<file path="src/rtl/swervolf_wb_pkg.sv">
// Shared definitions for the SweRVolf Wishbone initiator: FSM states,
// default ack timeout and the timeout counter sizing rule.
package swervolf_wb_pkg;

  typedef enum logic [1:0] {
    ST_IDLE,
    ST_BUS,
    ST_RESP
  } wb_state_e;

  localparam int TIMEOUT_DEFAULT = 255;

  // Counter is never narrower than 8 bits so small timeouts still saturate cleanly.
  function automatic int cnt_width(input int timeout);
    int w;
    w = $clog2(timeout + 1);
    return (w < 8) ? 8 : w;
  endfunction

endpackage

</file>
<file path="src/rtl/swervolf_wb_initiator.sv">
// Single-outstanding Wishbone classic initiator: accepts one command, runs
// one bus cycle with ack/err/timeout termination, holds the response.
import swervolf_wb_pkg::*;

module swervolf_wb_initiator #(
  parameter int AW             = 32,
  parameter int TIMEOUT_CYCLES = TIMEOUT_DEFAULT
) (
  input  logic          i_clk,
  input  logic          i_rst,
  input  logic          i_cmd_valid,
  output logic          o_cmd_ready,
  input  logic          i_cmd_we,
  input  logic [AW-1:0] i_cmd_adr,
  input  logic [31:0]   i_cmd_dat,
  input  logic [3:0]    i_cmd_sel,
  output logic          o_rsp_valid,
  input  logic          i_rsp_ready,
  output logic [31:0]   o_rsp_dat,
  output logic          o_rsp_err,
  output logic [AW-1:0] o_wb_adr,
  output logic [31:0]   o_wb_dat,
  output logic [3:0]    o_wb_sel,
  output logic          o_wb_we,
  output logic          o_wb_cyc,
  output logic          o_wb_stb,
  input  logic [31:0]   i_wb_rdt,
  input  logic          i_wb_ack,
  input  logic          i_wb_err
);

  localparam int            CW       = cnt_width(TIMEOUT_CYCLES);
  localparam logic [CW-1:0] CNT_MAX  = '1;
  localparam logic [CW-1:0] TO_LIMIT = CW'(TIMEOUT_CYCLES);
  localparam logic          TO_EN    = (TIMEOUT_CYCLES != 0);

  wb_state_e     r_state;
  logic [CW-1:0] r_cnt;
  logic          r_cmd_ready;
  logic          r_rsp_valid;
  logic [31:0]   r_rsp_dat;
  logic          r_rsp_err;
  logic [AW-1:0] r_wb_adr;
  logic [31:0]   r_wb_dat;
  logic [3:0]    r_wb_sel;
  logic          r_wb_we;
  logic          r_wb_cyc;

  logic [CW-1:0] w_cnt_next;
  logic          w_timeout;
  logic          w_done;

  // Saturating increment; the limit is judged on the value the counter is about to reach.
  assign w_cnt_next = (r_cnt == CNT_MAX) ? r_cnt : r_cnt + 1'b1;
  assign w_timeout  = TO_EN && (w_cnt_next >= TO_LIMIT);
  assign w_done     = i_wb_err || i_wb_ack || w_timeout;

  always_ff @(posedge i_clk) begin
    if (i_rst) begin
      r_state     <= ST_IDLE;
      r_cnt       <= '0;
      r_cmd_ready <= 1'b0;
      r_rsp_valid <= 1'b0;
      r_rsp_dat   <= '0;
      r_rsp_err   <= 1'b0;
      r_wb_adr    <= '0;
      r_wb_dat    <= '0;
      r_wb_sel    <= '0;
      r_wb_we     <= 1'b0;
      r_wb_cyc    <= 1'b0;
    end else begin
      case (r_state)
        ST_IDLE: begin
          if (i_cmd_valid && r_cmd_ready) begin
            r_cmd_ready <= 1'b0;
            r_wb_adr    <= i_cmd_adr;
            r_wb_dat    <= i_cmd_dat;
            r_wb_sel    <= i_cmd_sel;
            r_wb_we     <= i_cmd_we;
            r_wb_cyc    <= 1'b1;
            r_cnt       <= '0;
            r_state     <= ST_BUS;
          end else begin
            r_cmd_ready <= 1'b1;
          end
        end
        ST_BUS: begin
          if (w_done) begin
            r_wb_cyc    <= 1'b0;
            r_rsp_valid <= 1'b1;
            r_state     <= ST_RESP;
            // err beats ack; a timeout only counts when neither arrived
            if (i_wb_ack && !i_wb_err) begin
              r_rsp_err <= 1'b0;
              r_rsp_dat <= r_wb_we ? 32'd0 : i_wb_rdt;
            end else begin
              r_rsp_err <= 1'b1;
              r_rsp_dat <= 32'd0;
            end
          end else begin
            r_cnt <= w_cnt_next;
          end
        end
        ST_RESP: begin
          if (i_rsp_ready) begin
            r_rsp_valid <= 1'b0;
            r_cmd_ready <= 1'b1;
            r_state     <= ST_IDLE;
          end
        end
        default: r_state <= ST_IDLE;
      endcase
    end
  end

  assign o_cmd_ready = r_cmd_ready;
  assign o_rsp_valid = r_rsp_valid;
  assign o_rsp_dat   = r_rsp_dat;
  assign o_rsp_err   = r_rsp_err;
  assign o_wb_adr    = r_wb_adr;
  assign o_wb_dat    = r_wb_dat;
  assign o_wb_sel    = r_wb_sel;
  assign o_wb_we     = r_wb_we;
  assign o_wb_cyc    = r_wb_cyc;
  assign o_wb_stb    = r_wb_cyc;

endmodule

</file>
<file path="config.mk">
export PLATFORM = sky130hd
export DESIGN_NAME = swervolf_wb_initiator
export DESIGN_NICKNAME = d
export VERILOG_FILES = /design/src/rtl/swervolf_wb_pkg.sv /design/src/rtl/swervolf_wb_initiator.sv
export SDC_FILE = /design/constraint.sdc
export NUM_CORES = 1
export LEC_CHECK = 0
export ABC_AREA = 0
export BUFFER_PORTS_ARGS = -buffer_cell sky130_fd_sc_hd__buf_2
export CAP_MARGIN = 20
export CORE_ASPECT_RATIO = 1.25
export CORE_MARGIN = 2
export CORE_UTILIZATION = 40
export CTS_CLUSTER_DIAMETER = 30
export DETAILED_ROUTE_END_ITERATION = 6
export HOLD_SLACK_MARGIN = 0.1
export PLACE_DENSITY = 0.72
export REMOVE_ABC_BUFFERS = 1
export SLEW_MARGIN = 20
export SYNTH_ARGS = -nofsm -noshare
export SYNTH_HDL_FRONTEND = slang
export SYNTH_SLANG_ARGS = --single-unit
</file>
<file path="constraint.sdc">
create_clock -name i_clk -period 2.12 [get_ports i_clk]
set_clock_uncertainty 0.15 [all_clocks]
set_input_delay 0.424 -clock i_clk [delete_from_list [all_inputs] [get_ports i_clk]]
set_output_delay 0.424 -clock i_clk [all_outputs]
set_load 0.01 [all_outputs]
</file>
# Word level (Yosys, flattened, before mapping)
# Cells that the tools add are included.
# classes
add_sub_neg	1
order_cmp	1
eq_ne	7
muxes	20
n_reduce_logical	16
# op_table
cell	n
$mux W32	2
$mux W8	3
$pmux W8 S2	1
$reduce_and A3 Y1	4
$add A8 B1 Y8 const B	1
$eq A8 B8 Y1 const B	1
$ge A8 B8 Y1 const B	1
$ne A2 B2 Y1 const B	4
$mux W1	7
$mux W2	3
$pmux W1 S2	3
$pmux W2 S3	1
$reduce_and A2 Y1	3
$reduce_bool A2 Y1	3
$eq A2 B1 Y1 const B	1
$eq A2 B2 Y1 const B	1
$logic_and A1 B1 Y1	2
$logic_not A2 Y1	1
$logic_or A1 B1 Y1	2
$logic_not A1 Y1	1
# totals
register_bits	115
input_bits	107
word_cells	56

# Logic depth before layout (Yosys ltp)
# depth
ltp_word	6
ltp_mapped	8
depth_no_buf	7

# Least setup slack after synthesis
# OpenSTA, ideal clock, no wires.
# synth_timing
kind	register to register
from	reg r_cnt[0]
to	reg r_cnt[6]
setup_time_ps	117
arrival_ps	1671
required_time_ps	1853
setup_slack_ps	181
stages_incl_launch_ff	8
path_buffers	1
synth_period_minus_slack_ps	1939
cell_sequence	dfxtp_1 > ha_1 > nand2_1 > nand4b_1 > a211o_1 > a31o_1 > buf_6 > a32o_1
# synth_between
elab_chain_cells	6
# synth_lines
item	line	text
from (decl)	swervolf_wb_initiator.sv:38	logic [CW-1:0] r_cnt;
from (signal assigned)	swervolf_wb_initiator.sv:101	r_cnt <= w_cnt_next;
$add A8 B1 Y8 or $eq A8 B8 Y1 (tied branches)	swervolf_wb_initiator.sv:54	assign w_cnt_next = (r_cnt == CNT_MAX) ? r_cnt : r_cnt + 1'b1;
$mux W8 (*)	swervolf_wb_initiator.sv:54	
$ge A8 B8 Y1	swervolf_wb_initiator.sv:55	assign w_timeout = TO_EN && (w_cnt_next >= TO_LIMIT);
$logic_or A1 B1 Y1	swervolf_wb_initiator.sv:56	assign w_done = i_wb_err || i_wb_ack || w_timeout;
$ne A2 B2 Y1 (no source line)	-	
$reduce_and A3 Y1 (no source line)	-	
# Mark *: on every way between the ends. The rest lies on a longest branch, timed or not. The select of a mux whose other input is x is not followed.
# A chain may end at the register's enable or synchronous reset.

# Final worst setup path
# layout_timing
from	reg r_cnt[1]
to	reg r_cnt[2]
# The elaborated chain is that of the path after synthesis.

==> results.md <==
Critical path:
- On the worst path, the slowest cell contributes a delay of 0.37 ns.
- The sum of buffers and inverters on the critical path is 2.
- The category of the most critical setup path is reg2reg.
- In this run the worst path has a maximum fanout of 6.
- STA puts the critical path data arrival time at 2.18 ns.
- The category of the worst setup path launch point is a flip-flop.
- At the worst endpoint, the required time is 2.24 ns.
- The slowest cell on the critical path is a211o_1.
- The nature of the critical path endpoint is a flip-flop.
- Traced cell by cell, the critical path runs through buf_4 > and4_1 > nand4_1 > a211o_1 > buf_6 > a31o_4 > a21oi_2 > a211oi_2.
- The category of cells accounting for the largest share of critical-path delay is compound AO/OA/AOI/OAI gates.

Logic synthesis:
- Among all flip-flop cells after synthesis, the most frequent one is dfxtp_1.
- Dividing the synthesized area by the synthesized cell count gives 8.829 um2.
- Of the synthesized area, sequential elements account for 56.32%.
- After synthesis, the share of flip-flops with an asynchronous set or reset is 0%.
- The cell count after synthesis is 463.
- Yosys mapped a number of flops with a built-in enable equal to 0.
- Yosys printed 0 warnings.
- The number of different library cells in the post-synthesis netlist is 40.
- The post-synthesis sequential element count is 115.
- The post-synth design cell area is 4088 um2.

CTS:
- The buffer cell driving the clock tree root is clkbuf_16.
- TritonCTS built the clock tree.
- The number of CTS-inserted buffers is 17.
- The maximum buffer depth of the clock tree is 2.
- The post-CTS setup buffer count is 0.
- The clock net in this run drives a total of 115 sinks.
- The clock transition at the registers of the reported paths is 0.05 ns.
- The level count of the clock H-tree is 4.
- For the worst-skew pair, the clock arrives at the later sink with an insertion delay of 0.40 ns.

Global route:
- The initial antenna violation count is 0.
- The global-route usage over all layers is 22.12%.
- The wire length of the first global-routing pass is 19.14 mm.
- Global routing finished with a remaining overflow of 0.
- The number of global-route vias before repair is 4133.
- The maximum number of pins on one net before global-route repair is 86.

Pwr:
- The design draws 5.716 mW.
- In this run the power density over the cells is 845.3 nW/um2.
- The leakage dissipation is 3.112 nW.
- VDD sags by at most 0.5699 mV.

Floorplan:
- The y dimension of the die is 117.0 um.
- In this run the count of I/O pins placed on the die edge is 213.
- After floorplanning, the core was sized to cover 10000 um2.
- The floorplan step set the die width to 94.42 um.
- The number of cell rows is 41.
- For this configuration, the core starts out at a cell density of 40.86%.
- The area of the die is 11050 um2.

Placement:
- Once placement completed, the tool counted placed cells totaling 792.
- Port buffering added 212 buffers.
- The placed wire-length estimate is 7.847 mm.
- The routability-driven placement congestion ratio is 0.7219.
- The setup slack at placement is -0.4620 ns.

Cells and area:
- In the layout the commonest cells are 212 x buf_2, 146 x nand2_1, 112 x dfxtp_1.
- The final standard cell count with taps included and fillers excluded is 896.
- The most common cell after layout, fill and taps aside is buf_2.
- The layout overhead on the synthesized area is 65.41%.
- For this run, the post-layout net count is 862.
- After filler insertion, the fill cell instance count of the layout stands at 771.
- The repair_antennas step left the layout with diodes totalling 0.
- The share of final-layout standard cells stronger than drive strength 1 is 37.16%.

STA:
- Setup violations remaining at the end of the flow were counted as 0.
- The final hold violation count is 0.
- The final critical-path share of the clock period is 97.43%.
- For the pin with the worst max-slew slack, the measured transition is 0.4406 ns.
- The final critical delay including setup and external delays is 2.065 ns.
- The tightest slew margin relative to the limit is 70.55%.
- The final setup slack of the worst path is 0.05458 ns.
- In the final timing run, aggregate negative setup slack is 0 ns.
- Timing would allow up to 484.2 MHz.
- The number of pins exceeding their max-slew limit in the final report is 0.

Detailed routing:
- The routed length on met1 is 5.132 mm.
- The first routing iteration left 190 violations.
- Dividing the detail-routed wire length by the instance count gives 14.41 um.
- The detailed router used layers up to and including met4.
- For this run, design rule violations remaining after detail routing come to 0.
- The met2 layer wire length in the routed design is 6.286 mm.
- In this run the remaining antenna-violating nets after routing total 0.
- The detailed router placed 4494 vias in this run.
- After detailed routing, the total wire length is 12.91 mm.
- The number of detailed-routing iterations run before antenna repair is 5.
- The mean number of vias per cell is 5.016.
- After detailed routing, the met3 layer carries 1.148 mm of wire.

Job:
- The max-capacitance violation count is 0.

Status:
- The run finished with clean final reports.

Hold path:
- The path category of the worst min-delay check is in2reg.
## sequential cells by signal, indices dropped and copies added, names as in the netlist
| signal | count |
|---|---|
| o_cmd_ready | 1 |
| o_rsp_dat | 32 |
| o_rsp_err | 1 |
| o_rsp_valid | 1 |
| o_wb_adr | 32 |
| o_wb_cyc | 1 |
| o_wb_dat | 32 |
| o_wb_sel | 4 |
| o_wb_we | 1 |
| r_cnt | 8 |
| r_state | 2 |
## metrics by stage
stage	util (%)	hold WS (ns)	cell area, um2
after global placement	53.83	0.2890	5385
after global routing	67.59	0.1091	6761
after detailed placement	53.83	0.2943	5385
final	67.59	0.1171	6761
after floorplan	-	0.3245	3924
after CTS	66.98	0.1001	6700
## area by class of cell
class | instances | area, um2 | share of cell area, %
tap | 129 | 161.4 | 2.387
multi-input combinational | 313 | 1713 | 25.33
sequential | 115 | 2306 | 34.10
clock buffer | 20 | 466.7 | 6.902
inverter | 3 | 11.26 | 0.1665
timing repair buffer | 304 | 1972 | 29.16
clock inverter | 12 | 131.4 | 1.943
## worst min-delay path, stage by stage
cell and delay (ns):
buf_2 0.10, nand2_1 0.05, a21oi_1 0.05
## worst paths after layout
check	slack, ns	endpoint	cells after the start	start
min reg2reg	0.30	o_wb_adr[3]	2	o_wb_adr[3]
max reg2reg	0.05	r_cnt[2]	8	r_cnt[1]
min	0.12	o_wb_adr[6]	3	i_cmd_adr[6]
max	0.05	r_cnt[2]	8	r_cnt[1]
## timing repair
item / CTS / global route
gates cloned: 1 / 1
setup endpoints to repair: 39 / 39
resized for setup: 4 / 12
pin swaps: 0 / 2
endpoints found under the hold margin: 70 / 0
hold buffers: 70 / 0
## kinds of logic (layout without fill, tap and decap cells)
kind of cell	after synthesis	count (layout)	synth area share, %
flops	115	115	56.32
simple gates	178	179	18.37
fa+ha+maj	1	1	0.3060
buf+inv	37	339	4.285
compound gates	132	133	20.72
## cell usage after synthesis, types with 4 or more instances
cell type	number	area share, %
a211oi_1	4	0.73
clkbuf_1	20	1.8
dfxtp_1	115	56
a21oi_1	79	9.7
o21ai_0	4	0.49
and3_1	5	0.77
buf_1	7	0.64
nor2_1	7	0.64
buf_6	4	1.1
a22o_1	32	6.9
nand2_1	146	13
## metal layers
layer / track usage, % / vias up
li1: - / 2175
met5: 0 / -
met3: 8.131 / 28
met1: 24.08 / 2076
met4: 11.11 / 0
met2: 37.90 / 215
## where the power goes
group,internal (mW),switching [mW],leakage [nW],total (mW)
clock,1.82,0.988,0.284,2.81
combinational,0.305,0.310,1.89,0.616
sequential,2.25,0.0455,0.935,2.29
(Power assumes the default switching activity.)
